File: src/rtl/uart_cmd_decoder_if.sv
// Decoded host-command outputs of uart_cmd_decoder: line enables, delay-tap writes,
// integration period and per-command accept/reject pulses.
interface uart_cmd_decoder_if #(
    parameter int unsigned DW = 10
);
    logic [31:0]   active_line;
    logic          delay_wr;
    logic [3:0]    delay_index;
    logic [DW-1:0] delay_value;
    logic [31:0]   integration_time;
    logic          cmd_done;
    logic          cmd_error;

    modport master (
        output active_line,
        output delay_wr,
        output delay_index,
        output delay_value,
        output integration_time,
        output cmd_done,
        output cmd_error
    );

    modport slave (
        input active_line,
        input delay_wr,
        input delay_index,
        input delay_value,
        input integration_time,
        input cmd_done,
        input cmd_error
    );
endinterface

File: src/rtl/uart_cmd_decoder.sv
// Host command receiver: 8N1 UART deserializer plus command-frame parser.
// Define CMD_TIMEOUT_EN to abandon a partial command after TIMEOUT_BYTES idle byte-times.
module uart_cmd_decoder #(
    parameter int unsigned CLK_FREQUENCY = 400000000,
    parameter int unsigned BAUD_RATE     = 57600,
    parameter int unsigned NUM_INPUTS    = 12,
    parameter int unsigned MAX_DELAY     = 1024,
    parameter int unsigned TIMEOUT_BYTES = 4
) (
    input  logic               clk,
    input  logic               reset,
    input  logic               RX,
    uart_cmd_decoder_if.master cmd
);
    localparam int unsigned DW   = $clog2(MAX_DELAY);
    localparam int unsigned CPB  = CLK_FREQUENCY / BAUD_RATE;
    localparam int unsigned HALF = CPB / 2;

    if (NUM_INPUTS < 1 || NUM_INPUTS > 16 || TIMEOUT_BYTES < 1) begin : g_bad_params
        $error("uart_cmd_decoder: NUM_INPUTS must be 1..16 and TIMEOUT_BYTES at least 1");
    end

    typedef enum logic [2:0] {RxIdle, RxStart, RxData, RxStop, RxWaitHigh} rx_state_e;
    typedef enum logic [1:0] {PIdle, PArg, PExec} p_state_e;

    // ------------------------------------------------------------------
    // Receiver
    // ------------------------------------------------------------------
    logic        rx_meta_q, rx_sync_q;
    rx_state_e   rx_state_q, rx_state_d;
    logic [31:0] rx_cnt_q, rx_cnt_d;
    logic [2:0]  rx_bit_q, rx_bit_d;
    logic [7:0]  rx_shift_q, rx_shift_d;
    logic        byte_valid;
    logic        frame_err;

    always_ff @(posedge clk or posedge reset) begin
        if (reset) begin
            rx_meta_q  <= 1'b1;
            rx_sync_q  <= 1'b1;
            rx_state_q <= RxIdle;
            rx_cnt_q   <= '0;
            rx_bit_q   <= '0;
            rx_shift_q <= '0;
        end else begin
            rx_meta_q  <= RX;
            rx_sync_q  <= rx_meta_q;
            rx_state_q <= rx_state_d;
            rx_cnt_q   <= rx_cnt_d;
            rx_bit_q   <= rx_bit_d;
            rx_shift_q <= rx_shift_d;
        end
    end

    always_comb begin
        rx_state_d = rx_state_q;
        rx_cnt_d   = rx_cnt_q;
        rx_bit_d   = rx_bit_q;
        rx_shift_d = rx_shift_q;
        byte_valid = 1'b0;
        frame_err  = 1'b0;
        case (rx_state_q)
            RxIdle: begin
                if (!rx_sync_q) begin
                    rx_state_d = RxStart;
                    rx_cnt_d   = '0;
                end
            end
            RxStart: begin
                // Mid start bit: a high line means the falling edge was a glitch.
                if (rx_cnt_q == HALF - 1) begin
                    rx_cnt_d = '0;
                    rx_bit_d = '0;
                    rx_state_d = rx_sync_q ? RxIdle : RxData;
                end else begin
                    rx_cnt_d = rx_cnt_q + 32'd1;
                end
            end
            RxData: begin
                if (rx_cnt_q == CPB - 1) begin
                    rx_cnt_d   = '0;
                    rx_shift_d = {rx_sync_q, rx_shift_q[7:1]};
                    rx_bit_d   = rx_bit_q + 3'd1;
                    if (rx_bit_q == 3'd7) begin
                        rx_state_d = RxStop;
                    end
                end else begin
                    rx_cnt_d = rx_cnt_q + 32'd1;
                end
            end
            RxStop: begin
                if (rx_cnt_q == CPB - 1) begin
                    rx_cnt_d = '0;
                    if (rx_sync_q) begin
                        byte_valid = 1'b1;
                        rx_state_d = RxIdle;
                    end else begin
                        frame_err  = 1'b1;
                        rx_state_d = RxWaitHigh;
                    end
                end else begin
                    rx_cnt_d = rx_cnt_q + 32'd1;
                end
            end
            RxWaitHigh: begin
                if (rx_sync_q) begin
                    rx_state_d = RxIdle;
                end
            end
            default: rx_state_d = RxIdle;
        endcase
    end

    // ------------------------------------------------------------------
    // Parser and command execution
    // ------------------------------------------------------------------
    p_state_e      p_state_q, p_state_d;
    logic [3:0]    op_q, op_d;
    logic [3:0]    idx_q, idx_d;
    logic [31:0]   arg_q, arg_d;
    logic [2:0]    arg_cnt_q, arg_cnt_d;
    logic [2:0]    arg_len_q, arg_len_d;

    logic [31:0]   active_line_q, active_line_d;
    logic          delay_wr_q, delay_wr_d;
    logic [3:0]    delay_index_q, delay_index_d;
    logic [DW-1:0] delay_value_q, delay_value_d;
    logic [31:0]   integ_q, integ_d;
    logic          cmd_done_q, cmd_done_d;
    logic          cmd_error_q, cmd_error_d;

    logic          exec;
    logic [3:0]    exec_op;
    logic [3:0]    exec_idx;
    logic [31:0]   exec_arg;
    logic          idx_ok;
    logic [31:0]   dly_sat;
    logic          done;
    logic          err;

`ifdef CMD_TIMEOUT_EN
    localparam int unsigned TimeoutCycles = TIMEOUT_BYTES * 10 * CPB;
    logic [31:0] to_cnt_q, to_cnt_d;

    always_ff @(posedge clk or posedge reset) begin
        if (reset) begin
            to_cnt_q <= '0;
        end else begin
            to_cnt_q <= to_cnt_d;
        end
    end
`endif

    always_ff @(posedge clk or posedge reset) begin
        if (reset) begin
            p_state_q     <= PIdle;
            op_q          <= '0;
            idx_q         <= '0;
            arg_q         <= '0;
            arg_cnt_q     <= '0;
            arg_len_q     <= '0;
            active_line_q <= '0;
            delay_wr_q    <= 1'b0;
            delay_index_q <= '0;
            delay_value_q <= '0;
            integ_q       <= CLK_FREQUENCY;
            cmd_done_q    <= 1'b0;
            cmd_error_q   <= 1'b0;
        end else begin
            p_state_q     <= p_state_d;
            op_q          <= op_d;
            idx_q         <= idx_d;
            arg_q         <= arg_d;
            arg_cnt_q     <= arg_cnt_d;
            arg_len_q     <= arg_len_d;
            active_line_q <= active_line_d;
            delay_wr_q    <= delay_wr_d;
            delay_index_q <= delay_index_d;
            delay_value_q <= delay_value_d;
            integ_q       <= integ_d;
            cmd_done_q    <= cmd_done_d;
            cmd_error_q   <= cmd_error_d;
        end
    end

    always_comb begin
        p_state_d     = p_state_q;
        op_d          = op_q;
        idx_d         = idx_q;
        arg_d         = arg_q;
        arg_cnt_d     = arg_cnt_q;
        arg_len_d     = arg_len_q;
        active_line_d = active_line_q;
        delay_wr_d    = 1'b0;
        delay_index_d = delay_index_q;
        delay_value_d = delay_value_q;
        integ_d       = integ_q;
        exec          = 1'b0;
        exec_op       = op_q;
        exec_idx      = idx_q;
        exec_arg      = arg_q;
        idx_ok        = 1'b0;
        dly_sat       = '0;
        done          = 1'b0;
        err           = 1'b0;
`ifdef CMD_TIMEOUT_EN
        to_cnt_d      = '0;
`endif

        case (p_state_q)
            PIdle: begin
                if (byte_valid) begin
                    case (rx_shift_q[3:0])
                        4'h0, 4'h1: begin
                            exec     = 1'b1;
                            exec_op  = rx_shift_q[3:0];
                            exec_idx = rx_shift_q[7:4];
                            exec_arg = '0;
                        end
                        4'h2, 4'h3: begin
                            p_state_d = PArg;
                            op_d      = rx_shift_q[3:0];
                            idx_d     = rx_shift_q[7:4];
                            arg_d     = '0;
                            arg_cnt_d = '0;
                            arg_len_d = rx_shift_q[0] ? 3'd4 : 3'd2;
                        end
                        default: err = 1'b1;
                    endcase
                end
            end
            PArg: begin
                if (byte_valid) begin
                    // Payload arrives LSB first; byte n lands in bits [8n+7:8n].
                    arg_d[{arg_cnt_q[1:0], 3'b000} +: 8] = rx_shift_q;
                    arg_cnt_d = arg_cnt_q + 3'd1;
                    if (arg_cnt_q == arg_len_q - 3'd1) begin
                        exec     = 1'b1;
                        exec_arg = arg_d;
                    end
                end
`ifdef CMD_TIMEOUT_EN
                else if (to_cnt_q == TimeoutCycles - 1) begin
                    p_state_d = PIdle;
                    err       = 1'b1;
                end else begin
                    to_cnt_d = to_cnt_q + 32'd1;
                end
`endif
            end
            PExec: p_state_d = PIdle;
            default: p_state_d = PIdle;
        endcase

        // Effects are registered on the edge into PExec so they coincide with that cycle.
        if (exec) begin
            p_state_d = PExec;
            idx_ok    = ({1'b0, exec_idx} < 5'(NUM_INPUTS));
            case (exec_op)
                4'h0: begin
                    if (idx_ok) begin
                        active_line_d[exec_idx] = 1'b1;
                        done = 1'b1;
                    end else begin
                        err = 1'b1;
                    end
                end
                4'h1: begin
                    if (idx_ok) begin
                        active_line_d[exec_idx] = 1'b0;
                        done = 1'b1;
                    end else begin
                        err = 1'b1;
                    end
                end
                4'h2: begin
                    if ({16'd0, exec_arg[15:0]} >= MAX_DELAY) begin
                        dly_sat = MAX_DELAY - 1;
                    end else begin
                        dly_sat = {16'd0, exec_arg[15:0]};
                    end
                    if (idx_ok) begin
                        delay_wr_d    = 1'b1;
                        delay_index_d = exec_idx;
                        delay_value_d = dly_sat[DW-1:0];
                        done = 1'b1;
                    end else begin
                        err = 1'b1;
                    end
                end
                4'h3: begin
                    if (exec_arg != 32'd0) begin
                        integ_d = exec_arg;
                        done = 1'b1;
                    end else begin
                        err = 1'b1;
                    end
                end
                default: err = 1'b1;
            endcase
        end

        if (frame_err) begin
            p_state_d = PIdle;
            err       = 1'b1;
        end

        cmd_done_d  = done & ~err;
        cmd_error_d = err;
    end

    assign cmd.active_line      = active_line_q;
    assign cmd.delay_wr         = delay_wr_q;
    assign cmd.delay_index      = delay_index_q;
    assign cmd.delay_value      = delay_value_q;
    assign cmd.integration_time = integ_q;
    assign cmd.cmd_done         = cmd_done_q;
    assign cmd.cmd_error        = cmd_error_q;

endmodule

File: src/flat_wrapper.sv
// flat-port wrapper written by rule: the top's interface ports become plain ports
module uart_cmd_decoder_flat 
#(
    parameter int unsigned CLK_FREQUENCY = 400000000,
    parameter int unsigned BAUD_RATE     = 57600,
    parameter int unsigned NUM_INPUTS    = 12,
    parameter int unsigned MAX_DELAY     = 1024,
    parameter int unsigned TIMEOUT_BYTES = 4
)
  (clk, reset, RX, cmd_active_line, cmd_delay_wr, cmd_delay_index, cmd_delay_value, cmd_integration_time, cmd_cmd_done, cmd_cmd_error);
  uart_cmd_decoder_if #(.DW((10))) cmd_i ();
  input  logic clk;
  input  logic reset;
  input  logic RX;
  output wire logic [$bits(cmd_i.active_line)-1:0] cmd_active_line;
  output wire logic [$bits(cmd_i.delay_wr)-1:0] cmd_delay_wr;
  output wire logic [$bits(cmd_i.delay_index)-1:0] cmd_delay_index;
  output wire logic [$bits(cmd_i.delay_value)-1:0] cmd_delay_value;
  output wire logic [$bits(cmd_i.integration_time)-1:0] cmd_integration_time;
  output wire logic [$bits(cmd_i.cmd_done)-1:0] cmd_cmd_done;
  output wire logic [$bits(cmd_i.cmd_error)-1:0] cmd_cmd_error;
  assign cmd_active_line = cmd_i.active_line;
  assign cmd_delay_wr = cmd_i.delay_wr;
  assign cmd_delay_index = cmd_i.delay_index;
  assign cmd_delay_value = cmd_i.delay_value;
  assign cmd_integration_time = cmd_i.integration_time;
  assign cmd_cmd_done = cmd_i.cmd_done;
  assign cmd_cmd_error = cmd_i.cmd_error;
  uart_cmd_decoder #(.CLK_FREQUENCY(CLK_FREQUENCY), .BAUD_RATE(BAUD_RATE), .NUM_INPUTS(NUM_INPUTS), .MAX_DELAY(MAX_DELAY), .TIMEOUT_BYTES(TIMEOUT_BYTES)) u_core (.clk(clk), .reset(reset), .RX(RX), .cmd(cmd_i));
endmodule
File: config.mk
export PLATFORM = sky130hd
export DESIGN_NAME = uart_cmd_decoder_flat
export DESIGN_NICKNAME = d
export VERILOG_FILES = /design/src/rtl/uart_cmd_decoder_if.sv /design/src/rtl/uart_cmd_decoder.sv /design/src/flat_wrapper.sv
export SDC_FILE = /design/constraint.sdc
export NUM_CORES = 1
export LEC_CHECK = 0
export ABC_AREA = 1
export CORE_ASPECT_RATIO = 1.4
export CORE_MARGIN = 2
export CORE_UTILIZATION = 45
export DETAILED_ROUTE_END_ITERATION = 12
export GPL_ROUTABILITY_DRIVEN = 0
export PLACE_DENSITY = 0.65
export SYNTH_ARGS = -nofsm -noshare
export SYNTH_HDL_FRONTEND = slang
export SYNTH_SLANG_ARGS = --single-unit
File: constraint.sdc
create_clock -name clk -period 11.7 [get_ports clk]
set_input_delay 1.17 -clock clk [delete_from_list [all_inputs] [get_ports clk]]
set_output_delay 1.17 -clock clk [all_outputs]
set_load 0.01 [all_outputs]
==> impl_metrics.toml, run 1 <==
[outcome]
status = "finished, final reports clean"

[die]
start_util_pct = 45.8
die_height_um = 169
num_io_pins = 84
coreArea_um2 = 19200
floorplan.die.width_um = 122
floorplan.rows = 60
dieArea_um2 = 20700

[timing]
max_slew_margin_pct = 20.5
final-hold-violation-count = 0
rsz0062_at_grt = "false"
final_period_minus_worst_setup_slack_ns = 4.45
max_clock_freq_ghz = 0.225
tightest_slew_ns = 1.18
setup_failing_eps_final = 0
final.setup.tns_ns = 0
maxSlewViolCount = 0
fin_worst_skew_ns = 0.0101
period_share_pct = 38.1

[grt]
grt_remaining_overflow = 0
antenna_found_initial = 0
largest_net_degree_at_the_start_of_global_routing = 91
grt_first_pass_wirelength_mm = 36.2
global_route.usage.total_pct = 21.9
number_of_global_route_vias_before_repair = 7309

[layout]
n_antenna_cell = 0
final_nets = 1243
areaGrowthSynthToFinish_pct = 15.3
final_core_util_pct = 52.8
layout-drive-gt1-share_pct = 6.35
multi_input_comb_area_um2 = 3900
ff_latch_area_um2 = 4000
final.fill_count = 1853

[critical_path]
critical_path_buf_inv_count = 0
critPathSlowestCell = "sky130_fd_sc_hd__nand3_1"
critPathLaunchType = "register"
cp-end-kind = "register"
crit_chain = "nor2_1 -> nand2_1 -> nor2_1 -> nand2_2 -> nor2_2 -> nand3_1 -> o21ai_0 -> nand2_1 -> nand2_1 -> nand2_1 -> nor2_1 -> nand2_1 -> nor2_1 -> nand2_2 -> nand2_4 -> nor2_4 -> nand2_1 -> nand2_1"
path_common_cell = "sky130_fd_sc_hd__nand2_1"
critical_path_class = "register to register"
critical_path.max_stage_delay_ns = 0.92
critical_path_arrival_ns = 4.77
crit_path_max_fanout = 34
crit_required_ns = 12.01
timing.critical_path.max_delay_family = "simple AND/OR/NAND/NOR gates"

[yosys]
synthesis.instances = 1191
syn_area_per_cell_um2 = 7.39
yosys.area.top_type = "sky130_fd_sc_hd__dfrtp_1"
synth_compound_area_share_pct = 12.9
yosysMostFrequentCell = "sky130_fd_sc_hd__nand2_1"
post_synth_fa_ha_maj_area_fraction_pct = 1.28
post_synthesis_cell_type_count = 46
synth-warning-count = 0
cell_area_after_technology_mapping_um2 = 8800
synth.top_cells.by_count = "sky130_fd_sc_hd__nand2_1, sky130_fd_sc_hd__inv_1, sky130_fd_sc_hd__dfrtp_1, sky130_fd_sc_hd__nor2_1, sky130_fd_sc_hd__o21ai_0"
synth.top_cells.by_area = "sky130_fd_sc_hd__dfrtp_1, sky130_fd_sc_hd__nand2_1, sky130_fd_sc_hd__o21ai_0, sky130_fd_sc_hd__inv_1, sky130_fd_sc_hd__nor2_1"
yosys.area_share.simple_pct = 27.7
synth.ff_latch_count = 159
largest_family_of_logic_cells_by_synthesized_area = "simple AND/OR/NAND/NOR gates"
xor_and_xnor_area_share_after_synthesis_pct = 1.59
ys_dominant_reg_cell = "sky130_fd_sc_hd__dfrtp_1"
synth_top_area_share_pct = 41.3
synth_mux_area_share_pct = 0.114
asyncSetResetFlopFracSynth_pct = 100
seq_area_frac_synth_pct = 45.4
post_synth_edffs = 0

[clocking]
clock_latency_ns = 0.43
cts_post_setup_buffers_inserted = 0
numCtsBuffers = 17
cts.sink_count = 159
postCtsResizedCells = 0
tritoncts_clock_tree = "done"
cts.clk_slew.worst_paths_ns = 0.06
h_tree_depth_reported_by_cts = 4
postCtsHoldBufs = 0
cts.path.max_buffers = 2
clock-root-buffer = "sky130_fd_sc_hd__clkbuf_16"

[pwr]
powerDensity_nw_per_um2 = 115
power.leakage_nw = 4.91
ir_worst_vdd_uv = 77.3

[run]
maximum_capacitance_violations = 0

[routing]
detail_route.iter0.violations = 494
route.detailed.wl_per_inst_um = 14.2
final_ant_viol_nets = 0
detail_route.drc_violations = 0
routed-via-count = 7716
via_per_inst = 5.17
routed_wl_mm = 21.2
dr.pass1.iters = 5

[place]
count_of_port_buffers_added_during_placement = 67
dp.final_hpwl_mm = 15.0

[hold_path]
hold_path.class = "register to register"
power breakdown:
group	total, mW	internal, mW	leakage [nW]	switching, mW
Clock	0.597	0.362	0.304	0.236
Sequential	0.551	0.551	2.16	0.000193
Combinational	0.0142	0.000983	2.45	0.0132
Total	1.16	0.913	4.91	0.249
worst reg2reg max path: stages, from the launching register on:
cell and delay (ns):
sky130_fd_sc_hd__dfrtp_1 0.45, sky130_fd_sc_hd__nor2_1 0.13, sky130_fd_sc_hd__nand2_1 0.06, sky130_fd_sc_hd__nor2_1 0.14
sky130_fd_sc_hd__nand2_2 0.12, sky130_fd_sc_hd__nor2_2 0.45, sky130_fd_sc_hd__nand3_1 0.93, sky130_fd_sc_hd__o21ai_0 0.49
sky130_fd_sc_hd__nand2_1 0.10, sky130_fd_sc_hd__nand2_1 0.15, sky130_fd_sc_hd__nand2_1 0.07, sky130_fd_sc_hd__nor2_1 0.08
sky130_fd_sc_hd__nand2_1 0.06, sky130_fd_sc_hd__nor2_1 0.22, sky130_fd_sc_hd__nand2_2 0.13, sky130_fd_sc_hd__nand2_4 0.32
sky130_fd_sc_hd__nor2_4 0.24, sky130_fd_sc_hd__nand2_1 0.15, sky130_fd_sc_hd__nand2_1 0.06
cell usage in the layout (no fill, tap or decap), types with 2 or more instances in the layout:
master and n:
sky130_fd_sc_hd__nor3_1 16, sky130_fd_sc_hd__dfrtp_1 145, sky130_fd_sc_hd__nor3b_1 6, sky130_fd_sc_hd__nand4_1 18
sky130_fd_sc_hd__inv_1 148, sky130_fd_sc_hd__nor2_1 118, sky130_fd_sc_hd__nor4_1 6, sky130_fd_sc_hd__clkdlybuf4s50_1 67
sky130_fd_sc_hd__o22ai_1 23, sky130_fd_sc_hd__nor3_2 2, sky130_fd_sc_hd__nand3_2 2, sky130_fd_sc_hd__xnor2_1 5
sky130_fd_sc_hd__a22oi_1 2, sky130_fd_sc_hd__nor2_4 4, sky130_fd_sc_hd__xor2_1 11, sky130_fd_sc_hd__conb_1 16
sky130_fd_sc_hd__o21ai_2 2, sky130_fd_sc_hd__inv_6 6, sky130_fd_sc_hd__nand3_1 62, sky130_fd_sc_hd__ha_1 9
sky130_fd_sc_hd__a21oi_1 16, sky130_fd_sc_hd__nor2_2 5, sky130_fd_sc_hd__buf_4 4, sky130_fd_sc_hd__clkinvlp_4 2
sky130_fd_sc_hd__o21ai_0 117, sky130_fd_sc_hd__o21ai_1 26, sky130_fd_sc_hd__clkinv_1 3, sky130_fd_sc_hd__nand2_1 325
sky130_fd_sc_hd__nand2_2 3, sky130_fd_sc_hd__a31oi_1 16, sky130_fd_sc_hd__inv_2 6, sky130_fd_sc_hd__bufinv_16 4
sky130_fd_sc_hd__clkbuf_16 17, sky130_fd_sc_hd__dfstp_2 14
per-stage QoR:
| step | instance area [um2] | hold slack (ns) | power, mW | setup slack [ns] | cells |
|---|---|---|---|---|---|
| finish | 10100 | 0.356 | 1.16 | 7.25 | 1492 |
| global route | 10100 | 0.364 | 1.20 | 6.72 | 1492 |
| CTS | 10100 | 0.357 | 1.18 | 7.25 | 1492 |
| detailed placement | 9510 | 0.347 | 0.576 | 7.29 | 1460 |
| global placement | 9510 | 0.348 | 0.576 | 7.43 | 1460 |
| floorplan | 8850 | 0.345 | 0.575 | 6.26 | 1206 |
worst paths after layout:
check	start	depth (start not counted)	to	slack (ns)
setup / recovery	u_core.rx_cnt_q[18]	18	u_core.cmd.integration_time[30]	7.25
hold / removal	u_core.rx_meta_q	0	u_core.rx_sync_q	0.36
setup reg to reg	u_core.rx_cnt_q[18]	18	u_core.cmd.integration_time[30]	7.25
hold reg to reg	u_core.rx_meta_q	0	u_core.rx_sync_q	0.36
max in group asynchronous	reset	3	u_core.arg_q[18]	9.00
min in group asynchronous	reset	2	asynchronous set/reset pin	1.24
kinds of logic after synthesis:
kind of cell	after synthesis
AND/OR/NAND/NOR	572
buffers and inverters	223
AO/OA/AOI/OAI	210
flip-flops	159
XOR/XNOR	16
adder cells (fa/ha/maj)	9
other	1
multiplexers	1
layout make-up:
cell class	count	share of cell area, %
Multi-Input combinational cell	824	38.5
Clock inverter	14	2.01
Clock buffer	18	4.23
Timing Repair Buffer	71	6.91
Sequential cell	159	39.4
Inverter	158	5.90
Tap cell	248	3.06
metal layers:
metal	wire, um	vias up	GRT usage, %
li1	-	3874	-
met1	9150	3546	28.7
met2	10200	231	35.1
met3	925	65	3.63
met4	916	0	10.2
met5	0	-	0
No activity file was read; power rests on OpenSTA's default activity.
==> run 2: changes to the inputs <==
- clock period: 11.7 -> 4.4 ns (I/O delays scaled with it)
==> run 2 against run 1 <==
Effect of this change: die area unchanged; design area rose by 0.21%; combinational power grew to 2.9 times the previous value; sequential share of layout area down 0.082 points; critical path depth grew 1; global-route usage down 0.52 points; clock power increased by 140%; via count decreased by 0.10%; non-clock buffer count is 9 higher; flip-flop and latch count stayed put.
==> impl_metrics.toml, run 2 (synthesized netlist as in run 1, its figures left out) <==
[critical_path]
crit_path_max_fanout = 32
crit_chain = "inv_1 -> ha_1 -> nor2_1 -> inv_1 -> o21ai_0 -> o21ai_0 -> nand4_1 -> nand2_1 -> nand2_1 -> nand2_1 -> nand2_1 -> nor2_1 -> nand2_1 -> nor2_1 -> nand2_2 -> nand2_4 -> nor2_4 -> nand2_1 -> nand2_1"
worst_r2r_path_depth = 19
ff2ff_setup_slack_ns = 0.83
critical_path.max_stage_delay_ns = 0.60
critical_path_arrival_ns = 3.95
critical_path_class = "register to register"
timing.critical_path.max_delay_family = "simple AND/OR/NAND/NOR gates"
path_common_cell = "sky130_fd_sc_hd__nand2_1"
worst_r2r_endpoint = "u_core.cmd.integration_time[29]"
critPathSlowestCell = "sky130_fd_sc_hd__dfrtp_1"
crit_required_ns = 4.78
critPathLaunchType = "register"
reg2reg_from = "u_core.arg_cnt_q[0]"
cp-end-kind = "register"
critical_path_buf_inv_count = 2

[timing]
maxSlewViolCount = 0
final-hold-violation-count = 0
fin_worst_skew_ns = 0.0118
tightest_slew_ns = 1.04
setup_failing_eps_final = 0
timing.final.ws_setup_ns = 0.827
final.setup.tns_ns = 0
final_period_minus_worst_setup_slack_ns = 3.57
max_slew_margin_pct = 30.4
max_clock_freq_ghz = 0.280
rsz0062_at_grt = "false"
period_share_pct = 81.2

[clocking]
tritoncts_clock_tree = "done"
numCtsBuffers = 17
postCtsResizedCells = 0
postCtsHoldBufs = 0
clock_latency_ns = 0.44
cts.sink_count = 159
cts.path.max_buffers = 2
cts_post_setup_buffers_inserted = 0
h_tree_depth_reported_by_cts = 4
cts.clk_slew.worst_paths_ns = 0.07
clock-root-buffer = "sky130_fd_sc_hd__clkbuf_16"

[place]
count_of_port_buffers_added_during_placement = 67
dp.final_hpwl_mm = 15.0
dp_worst_setup_slack_ns = 0.833

[hold_path]
worst_hold_launch = "u_core.rx_meta_q"
worst_hold_path.endpoint = "u_core.rx_sync_q"
hold_path.class = "register to register"
min_path_cells = 0

[routing]
route.detailed.wl_per_inst_um = 13.9
dr.pass1.iters = 8
via_per_inst = 5.14
routed-via-count = 7708
routed_wl_mm = 20.9
final_ant_viol_nets = 0
detail_route.drc_violations = 0
detail_route.iter0.violations = 439

[layout]
layout_commonest_cell = "sky130_fd_sc_hd__nand2_1"
n_antenna_cell = 0
final.fill_count = 1920
areaGrowthSynthToFinish_pct = 15.5
mostFrequentLayoutCells = "sky130_fd_sc_hd__nand2_1, sky130_fd_sc_hd__inv_1, sky130_fd_sc_hd__dfrtp_1"
layout-drive-gt1-share_pct = 7.10
ff_latch_area_um2 = 4000
multi_input_comb_area_um2 = 3900
final_core_util_pct = 52.9
final_nets = 1252

[pwr]
p_comb_share_pct = 1.4
net-switching-power_mw = 0.717
seq_power_share_pct = 49.6
p_total_mw = 2.95
p_clk_share_pct = 49.0
ir_worst_vdd_uv = 257
cellInternalPower_mw = 2.23
netSwitchingFraction_pct = 24.3
power.leakage_nw = 4.93
powerDensity_nw_per_um2 = 290

[grt]
grt_remaining_overflow = 0
grt_first_pass_wirelength_mm = 35.4
global_route.usage.total_pct = 21.3
largest_net_degree_at_the_start_of_global_routing = 65
antenna_found_initial = 0
number_of_global_route_vias_before_repair = 7275

[run]
maximum_capacitance_violations = 0

[die]
die_height_um = 169
dieArea_um2 = 20700
num_io_pins = 84
floorplan.die.width_um = 122
coreArea_um2 = 19200
start_util_pct = 45.8
floorplan.rows = 60

[outcome]
status = "finished, final reports clean"
run 2: cell count changes in the layout (fill, tap and decap cells not counted):
cell	delta
sky130_fd_sc_hd__buf_12	+1
sky130_fd_sc_hd__buf_4	+8
sky130_fd_sc_hd__bufinv_16	-4
sky130_fd_sc_hd__clkbuf_1	-1
sky130_fd_sc_hd__clkbuf_8	+1
sky130_fd_sc_hd__clkinv_2	-1
sky130_fd_sc_hd__clkinv_4	-1
sky130_fd_sc_hd__clkinv_8	+1
sky130_fd_sc_hd__clkinvlp_4	+2
sky130_fd_sc_hd__inv_8	+3
run 2: routing by layer:
metal  vias to the layer above  global-route usage, %  wire (um)
met5                         -                      0          0
met4                         0                   9.75        615
met3                        41                   3.63        655
met2                       194                   35.0      10400
met1                      3587                   27.4       9220
li1                       3886                      -          -
run 2: how the worst max path moves through the flow:
stage               cells past startpoint                               to                start  slack, ns
floorplan                              20  u_core.cmd.integration_time[27]  u_core.arg_cnt_q[0]       1.51
detailed placement                     19  u_core.cmd.integration_time[31]  u_core.arg_cnt_q[0]       0.83
finish                                 19  u_core.cmd.integration_time[29]  u_core.arg_cnt_q[0]       0.83
global route                           19   u_core.cmd.integration_time[1]  u_core.arg_cnt_q[0]       0.39
CTS                                    19  u_core.cmd.integration_time[29]  u_core.arg_cnt_q[0]       0.80
global placement                       19  u_core.cmd.integration_time[28]  u_core.arg_cnt_q[0]       0.82
run 2: layout make-up:
cell class | count | area share, %
clock buffers | 18 | 4.32
clock inverters | 14 | 1.34
inverters | 158 | 5.87
multi-input cells | 824 | 38.4
flip-flops and latches | 159 | 39.3
well taps | 248 | 3.05
repair buffers | 80 | 7.68
run 2: metrics by stage:
stage | hold WS, ns | instances | cell area [um2]
6_report | 0.362 | 1501 | 10200
5_1_grt | 0.367 | 1501 | 10200
4_1_cts | 0.364 | 1501 | 10200
3_5_place_dp | 0.353 | 1469 | 9590
3_3_place_gp | 0.349 | 1469 | 9590
2_1_floorplan | 0.345 | 1206 | 8860
run 2: power groups by stage:
stage	clock, mW	combinational (mW)	sequential, mW
after floorplan	0	0.0386	1.49
after global placement	0	0.0430	1.49
after detailed placement	0	0.0435	1.49
after CTS	1.48	0.0433	1.46
after global routing	1.55	0.0487	1.46
final	1.45	0.0408	1.46
run 2: worst register-to-register path, cell delays in order (launching register included):
cell and delay [ns]:
sky130_fd_sc_hd__dfrtp_1 0.60, sky130_fd_sc_hd__inv_1 0.20, sky130_fd_sc_hd__ha_1 0.38, sky130_fd_sc_hd__nor2_1 0.42, sky130_fd_sc_hd__inv_1 0.11, sky130_fd_sc_hd__o21ai_0 0.15
sky130_fd_sc_hd__o21ai_0 0.12, sky130_fd_sc_hd__nand4_1 0.12, sky130_fd_sc_hd__nand2_1 0.05, sky130_fd_sc_hd__nand2_1 0.07, sky130_fd_sc_hd__nand2_1 0.10, sky130_fd_sc_hd__nand2_1 0.09
sky130_fd_sc_hd__nor2_1 0.05, sky130_fd_sc_hd__nand2_1 0.07, sky130_fd_sc_hd__nor2_1 0.05, sky130_fd_sc_hd__nand2_2 0.10, sky130_fd_sc_hd__nand2_4 0.06, sky130_fd_sc_hd__nor2_4 0.53
sky130_fd_sc_hd__nand2_1 0.13, sky130_fd_sc_hd__nand2_1 0.10
